==> src/rtl/apb_req_arbiter_pkg.sv <==
// apb_req_arbiter_pkg: shared FSM encoding, APB select width, pprot bits and slave decode
package apb_req_arbiter_pkg;
  typedef enum logic [1:0] {IDLE = 2'd0, SETUP = 2'd1, ACCESS = 2'd2} state_e;
  typedef enum logic [2:0] {PPROT_PRIV = 3'b001, PPROT_NSEC = 3'b010, PPROT_INSTR = 3'b100} pprot_bit_e;
  localparam int APB_SEL_W = 4;
  function automatic logic [APB_SEL_W-1:0] sel_decode(input logic [1:0] idx);
    sel_decode = APB_SEL_W'(1) << idx;
  endfunction
endpackage

==> src/rtl/apb_req_arbiter_picker.sv <==
// apb_req_arbiter_picker: combinational masked round-robin select, first eligible at or after ptr
module apb_req_arbiter_picker #(
  parameter int NUM_REQ = 4,
  localparam int IW = $clog2(NUM_REQ)
) (
  input  logic [NUM_REQ-1:0] req_i,
  input  logic [NUM_REQ-1:0] mask_i,
  input  logic [IW-1:0]      ptr_i,
  output logic [NUM_REQ-1:0] win_o,
  output logic [IW-1:0]      idx_o,
  output logic               any_o
);
  logic [NUM_REQ-1:0] elig;
  logic [IW-1:0] cand;
  logic found;
  always_comb begin
    elig = req_i & ~mask_i;
    any_o = |elig;
    idx_o = '0;
    cand = '0;
    found = 1'b0;
    for (int i = 0; i < NUM_REQ; i++) begin
      cand = IW'((int'(ptr_i) + i) % NUM_REQ);
      if (!found && elig[cand]) begin
        found = 1'b1;
        idx_o = cand;
      end
    end
    win_o = any_o ? NUM_REQ'(1) << idx_o : '0;
  end
endmodule

==> src/rtl/apb_req_arbiter.sv <==
// apb_req_arbiter: round-robin share of one APB master port with slave decode and pready timeout
module apb_req_arbiter
  import apb_req_arbiter_pkg::*;
#(
  parameter int NUM_REQ = 4,
  parameter int ADDR_W  = 32,
  parameter int DATA_W  = 32,
  parameter int SEL_LSB = 12,
  parameter int TIMEOUT = 16
) (
  input  logic                        pclk_i,
  input  logic                        preset_i,
  input  logic [NUM_REQ-1:0]          req_i,
  input  logic [NUM_REQ*ADDR_W-1:0]   req_addr_i,
  input  logic [NUM_REQ-1:0]          req_write_i,
  input  logic [NUM_REQ*DATA_W-1:0]   req_wdata_i,
  input  logic [NUM_REQ*DATA_W/8-1:0] req_strb_i,
  input  logic [NUM_REQ*3-1:0]        req_prot_i,
  output logic [NUM_REQ-1:0]          gnt_o,
  output logic [NUM_REQ-1:0]          done_o,
  output logic [DATA_W-1:0]           rsp_rdata_o,
  output logic                        rsp_err_o,
  output logic [APB_SEL_W-1:0]        psel_o,
  output logic                        penable_o,
  output logic [ADDR_W-1:0]           paddr_o,
  output logic                        pwrite_o,
  output logic [DATA_W-1:0]           pwdata_o,
  output logic [DATA_W/8-1:0]         pstrb_o,
  output logic [2:0]                  pprot_o,
  input  logic [DATA_W-1:0]           prdata_i,
  input  logic                        pready_i,
  input  logic                        pslverr_i
);
  localparam int IW = $clog2(NUM_REQ);
  localparam int SW = DATA_W / 8;
  localparam int TW = TIMEOUT > 0 ? $clog2(TIMEOUT + 1) : 1;
  state_e state_q;
  logic [IW-1:0] owner_q, ptr_q, ptr_d, nxt_ptr, win_idx;
  logic [NUM_REQ-1:0] gnt_q, done_q, win, mask;
  logic [TW-1:0] cnt_q;
  logic [APB_SEL_W-1:0] psel_q;
  logic [ADDR_W-1:0] paddr_q, win_addr;
  logic [DATA_W-1:0] pwdata_q, rdata_q;
  logic [SW-1:0] pstrb_q;
  logic [2:0] pprot_q;
  logic penable_q, pwrite_q, err_q, any, tmo, cmp, arb;
  // completion edge re-arbitrates from owner+1 with the owner masked, giving back-to-back SETUP
  always_comb begin
    tmo = TIMEOUT != 0 && !pready_i && cnt_q == TW'(TIMEOUT - 1);
    cmp = state_q == ACCESS && (pready_i || tmo);
    nxt_ptr = owner_q == IW'(NUM_REQ - 1) ? '0 : owner_q + 1'b1;
    ptr_d = cmp ? nxt_ptr : ptr_q;
    mask = state_q == ACCESS ? gnt_q : '0;
    arb = state_q == IDLE || cmp;
  end
  apb_req_arbiter_picker #(.NUM_REQ(NUM_REQ)) u_picker (
    .req_i (req_i),
    .mask_i(mask),
    .ptr_i (ptr_d),
    .win_o (win),
    .idx_o (win_idx),
    .any_o (any)
  );
  assign win_addr = req_addr_i[win_idx*ADDR_W +: ADDR_W];
  always_ff @(posedge pclk_i) begin
    if (preset_i) begin
      state_q <= IDLE;
      owner_q <= '0;
      ptr_q <= '0;
      gnt_q <= '0;
      done_q <= '0;
      cnt_q <= '0;
      psel_q <= '0;
      penable_q <= 1'b0;
      paddr_q <= '0;
      pwrite_q <= 1'b0;
      pwdata_q <= '0;
      pstrb_q <= '0;
      pprot_q <= '0;
      rdata_q <= '0;
      err_q <= 1'b0;
    end else begin
      done_q <= cmp ? gnt_q : '0;
      if (cmp) begin
        rdata_q <= pwrite_q ? '0 : prdata_i;
        err_q <= pready_i ? pslverr_i : 1'b1;
        ptr_q <= ptr_d;
      end
      if (arb) begin
        state_q <= any ? SETUP : IDLE;
        gnt_q <= win;
        owner_q <= win_idx;
        psel_q <= any ? sel_decode(win_addr[SEL_LSB +: 2]) : '0;
        penable_q <= 1'b0;
      end
      if (arb && any) begin
        paddr_q <= win_addr;
        pwrite_q <= req_write_i[win_idx];
        pwdata_q <= req_wdata_i[win_idx*DATA_W +: DATA_W];
        pstrb_q <= req_write_i[win_idx] ? req_strb_i[win_idx*SW +: SW] : '0;
        pprot_q <= req_prot_i[win_idx*3 +: 3];
      end
      if (state_q == SETUP) begin
        state_q <= ACCESS;
        penable_q <= 1'b1;
        cnt_q <= '0;
      end else if (state_q == ACCESS && !cmp) begin
        cnt_q <= cnt_q + 1'b1;
      end
    end
  end
  assign gnt_o = gnt_q;
  assign done_o = done_q;
  assign rsp_rdata_o = rdata_q;
  assign rsp_err_o = err_q;
  assign psel_o = psel_q;
  assign penable_o = penable_q;
  assign paddr_o = paddr_q;
  assign pwrite_o = pwrite_q;
  assign pwdata_o = pwdata_q;
  assign pstrb_o = pstrb_q;
  assign pprot_o = pprot_q;
endmodule

==> config.mk <==
export PLATFORM = sky130hd
export DESIGN_NAME = apb_req_arbiter
export DESIGN_NICKNAME = d
export VERILOG_FILES = /design/src/rtl/apb_req_arbiter_pkg.sv /design/src/rtl/apb_req_arbiter_picker.sv /design/src/rtl/apb_req_arbiter.sv
export SDC_FILE = /design/constraint.sdc
export NUM_CORES = 1
export LEC_CHECK = 0
export BUFFER_PORTS_ARGS = -buffer_cell sky130_fd_sc_hd__clkbuf_2
export CAP_MARGIN = 20
export CORE_AREA = 4 4 172 174
export DETAILED_ROUTE_END_ITERATION = 10
export DIE_AREA = 0 0 176 178
export GPL_TIMING_DRIVEN = 0
export PLACE_DENSITY = 0.51
export SYNTH_ARGS = -nofsm -noshare
export SYNTH_HDL_FRONTEND = slang
export SYNTH_SLANG_ARGS = --single-unit
==> constraint.sdc <==
create_clock -name pclk_i -period 3.2 [get_ports pclk_i]
set_input_delay 0.64 -clock pclk_i [delete_from_list [all_inputs] [get_ports pclk_i]]
set_output_delay 0.64 -clock pclk_i [all_outputs]
set_load 0.005 [all_outputs]
==> summary.txt <==
Die
  – Die extent in x: 176 um
  – Core Box Area: 0.0278 mm2
  – Rows: 61
  – Die area: 0.0313 mm2
  – Initial core utilization: 25.3%
  – Total I/O pin count: 446
  – Die span in y: 178 um

Clock tree
  – CTS root buf: clkbuf_16
  – CTS tree: yes
  – Clock Sink Count: 128
  – Clock buffer count from CTS: 17
  – CTS Hold Bufs: 0
  – H-tree levels: 4
  – Worst skew pair latency: 0.42 ns
  – Maximum root-to-sink buffer count: 2
  – Clock slew at reported path FFs: 0.06 ns

Layout
  – Design Area, Final: 0.0107 mm2
  – Final core utilization: 38.7%
  – # diodes: 0
  – Layout cells sized above 1: 51.5%
  – Layout Area Growth over Synthesis: 52.8%
  – Layout Cells excl Fill: 1537
  – # nets final: 1477

Synth
  – Yosys cell types: 49
  – Sequential area share after synthesis: 36.5%
  – Syn Inst Count: 669
  – Most frequent cell after synthesis: mux2i_1
  – Post-synth top area share: 36.5%
  – Ranking of synthesized cells by area: dfxtp_1 36%, mux2i_1 21%, mux2_2 7.5%
  – Post-Syn Area: 0.00703 mm2
  – Synth async-reset ratio: 0%
  – Synth warnings: 0
  – Synthesized net count: 1000
  – Yosys top cell by area: dfxtp_1
  – Post-synthesis register bit count: 128
  – Mean Syn Cell Area: 10.5 um2
  – Main synth FF type: dfxtp_1
  – Commonest cells in the netlist: 149 x mux2i_1, 128 x dfxtp_1, 67 x nand2b_1, 67 x o22ai_1, 47 x mux2_2
  – EDFF count, synth: 0

Timing
  – Worst clock skew: 0.0105 ns
  – Final hold vios: 0
  – Max-slew violations: 0
  – Period minus WS final: 3.10 ns
  – Worst relative slew slack: 35.9%
  – Hold Worst Slack: 0.426 ns
  – Fmax: 322 MHz
  – Setup Viol. Count Final: 0
  – Worst-Margin Slew: 0.961 ns
  – Setup_tns: 0 ns
  – Final period utilization: 97.0%

Critical path
  – RR Startpoint: cnt_q[0]
  – CP required: 3.48 ns
  – Worst R2R Setup Slack: 0.1 ns
  – Crit. Startpoint: cnt_q[0]
  – R2r endpoint: paddr_o[18]
  – Critical path class: reg -> reg
  – Crit path capture type: register
  – Worst Setup EP: paddr_o[18]
  – CP max FO: 7
  – Worst reg2reg path depth: 14
  – CP startpoint kind: register
  – Critical Path AT: 3.38 ns

Global route
  – Largest net degree at the start of global routing: 17
  – Gr usage total: 17.9%
  – Total gr overflow: 0
  – Antenna violations before repair: 0
  – Number of global-route vias before repair: 7230
  – First-pass GRT wire length: 43000 um

Detailed routing
  – Iteration-0 DRC Markers: 284
  – Vias: 6944
  – DRC viols: 0
  – Wire per inst: 19.3 um
  – Drt first pass iters: 4
  – Via/cell ratio: 4.52
  – Antenna-violating nets left: 0
  – Post-Route WL: 29700 um

Power and ir drop
  – Pwr/cell area: 535 mW/mm2
  – Switching share of total power: 32.0%
  – Power share of the clock group: 34.2%
  – Flop pwr share: 33.4%
  – Peak supply drop: 0.262 mV
  – P_sw: 0.00184 W
  – Leak: 5.42 nW
  – Part of the power in combinational logic: 32.4%
  – P_int: 0.00391 W

Run
  – Max_cap viols: 0

Placement
  – Inst Count DP: 1493
  – GP Congestion: 0.856
  – Area after DPL: 0.00974 mm2
  – Input/output buffers: 445
  – Dpl hpwl: 23300 um

Min path
  – Type of the worst min-delay path: in -> reg

Run status
  – Status: completed
[per-layer routing]
metal | track usage [%] | share of wire, %
met1 | 22.8 | 43
met4 | 4.45 | 1.3
met2 | 30.4 | 49
met3 | 4.54 | 6.5
met5 | 0 | 0
[layout by cell type (no fill, tap or decap), types with 3 or more instances in the layout]
cell	netlist	routed
mux2_2	47	45
nor3_1	4	3
clkinvlp_4	0	3
buf_4	1	9
clkbuf_2	0	449
buf_6	1	3
dfxtp_1	128	126
clkbuf_1	31	28
clkbuf_16	0	19
buf_12	12	12
mux2_1	20	17
mux2i_4	0	8
buf_8	2	4
and2_1	5	5
inv_1	6	6
nand2_1	16	16
inv_6	0	4
nor2_1	20	20
mux2i_1	149	136
o22ai_1	67	64
a21oi_1	3	3
a22o_1	33	33
mux2_4	1	6
o221ai_1	6	6
o22ai_2	0	3
nand2b_1	67	67
mux2i_2	0	5
[worst max-delay path: stages, from the launching register on]
cell and delay, ns:
dfxtp_2 0.37, ha_4 0.14, and3_4 0.19, ha_4 0.15
nor2_4 0.04, nor2_4 0.16, mux2_4 0.37, or3_4 0.39
o2111ai_4 0.11, buf_8 0.19, buf_12 0.17, buf_12 0.15
mux2i_4 0.26, mux2_4 0.19, o22ai_1 0.07
[cell families (layout without fill, tap and decap cells)]
| logic type | after synthesis | in the layout | synth area share, % |
|---|---|---|---|
| muxes | 217 | 217 | 32.2 |
| and+or+nand+nor | 129 | 129 | 10.4 |
| AOI/OAI and AO/OA | 128 | 128 | 13.4 |
| DFF | 128 | 128 | 36.5 |
| buffers and inverters | 61 | 551 | 6.64 |
| adders and majority gates | 3 | 3 | 0.534 |
| xor gates and xnor gates | 3 | 3 | 0.374 |
[power by group through the flow]
stage / combinational (W) / sequential (W) / clock [W]
finish: 0.00186 / 0.00192 / 0.00197
CTS: 0.00181 / 0.00192 / 0.00202
global route: 0.00202 / 0.00194 / 0.00210
floorplan: 0.000975 / 0.00195 / 0
global placement: 0.00174 / 0.00195 / 0
detailed placement: 0.00174 / 0.00195 / 0
[metrics by stage]
stage	power (W)	setup slack, ns
2_1_floorplan	0.00292	0.375
6_report	0.00575	0.0954
5_1_grt	0.00606	-0.000209
3_3_place_gp	0.00368	-0.628
3_5_place_dp	0.00370	-0.632
4_1_cts	0.00575	0.0220
[worst min-delay path by stage]
| stage | from | endpoint | cells past startpoint |
|---|---|---|---|
| 2_1_floorplan | psel_o[0] | psel_o[0] | 2 |
| 3_3_place_gp | psel_o[1] | psel_o[1] | 2 |
| 3_5_place_dp | psel_o[0] | psel_o[0] | 2 |
| 4_1_cts | prdata_i[0] | rsp_rdata_o[0] | 2 |
| 5_1_grt | prdata_i[23] | rsp_rdata_o[23] | 2 |
| 6_report | prdata_i[0] | rsp_rdata_o[0] | 2 |
[registers in the layout, indices dropped and copies added (netlist names)]
signal / cells
done_o: 4
state_q: 2
pstrb_o: 4
paddr_o: 32
owner_q: 2
pwrite_o: 1
pprot_o: 3
gnt_o: 4
psel_o: 4
ptr_q: 2
pwdata_o: 32
cnt_q: 5
rsp_rdata_o: 32
rsp_err_o: 1
[repair_timing]
action,CTS,global route
endpoints found under the setup margin,82,73
gates cloned,1,2
buffers inserted,5,4
gates resized for setup,24,35
pin swaps,2,2
[cell type report]
cell class	count	area, um2
Sequential cell	128	2560
Clock inverter	14	156
Timing Repair Buffer	458	2400
Clock buffer	18	429
Tap cell	378	473
Buffer	55	480
Inverter	6	22.5
Fill cell	2888	17000
Multi-Input combinational cell	480	4210
Note: power is estimated with default switching activity, not from simulation.
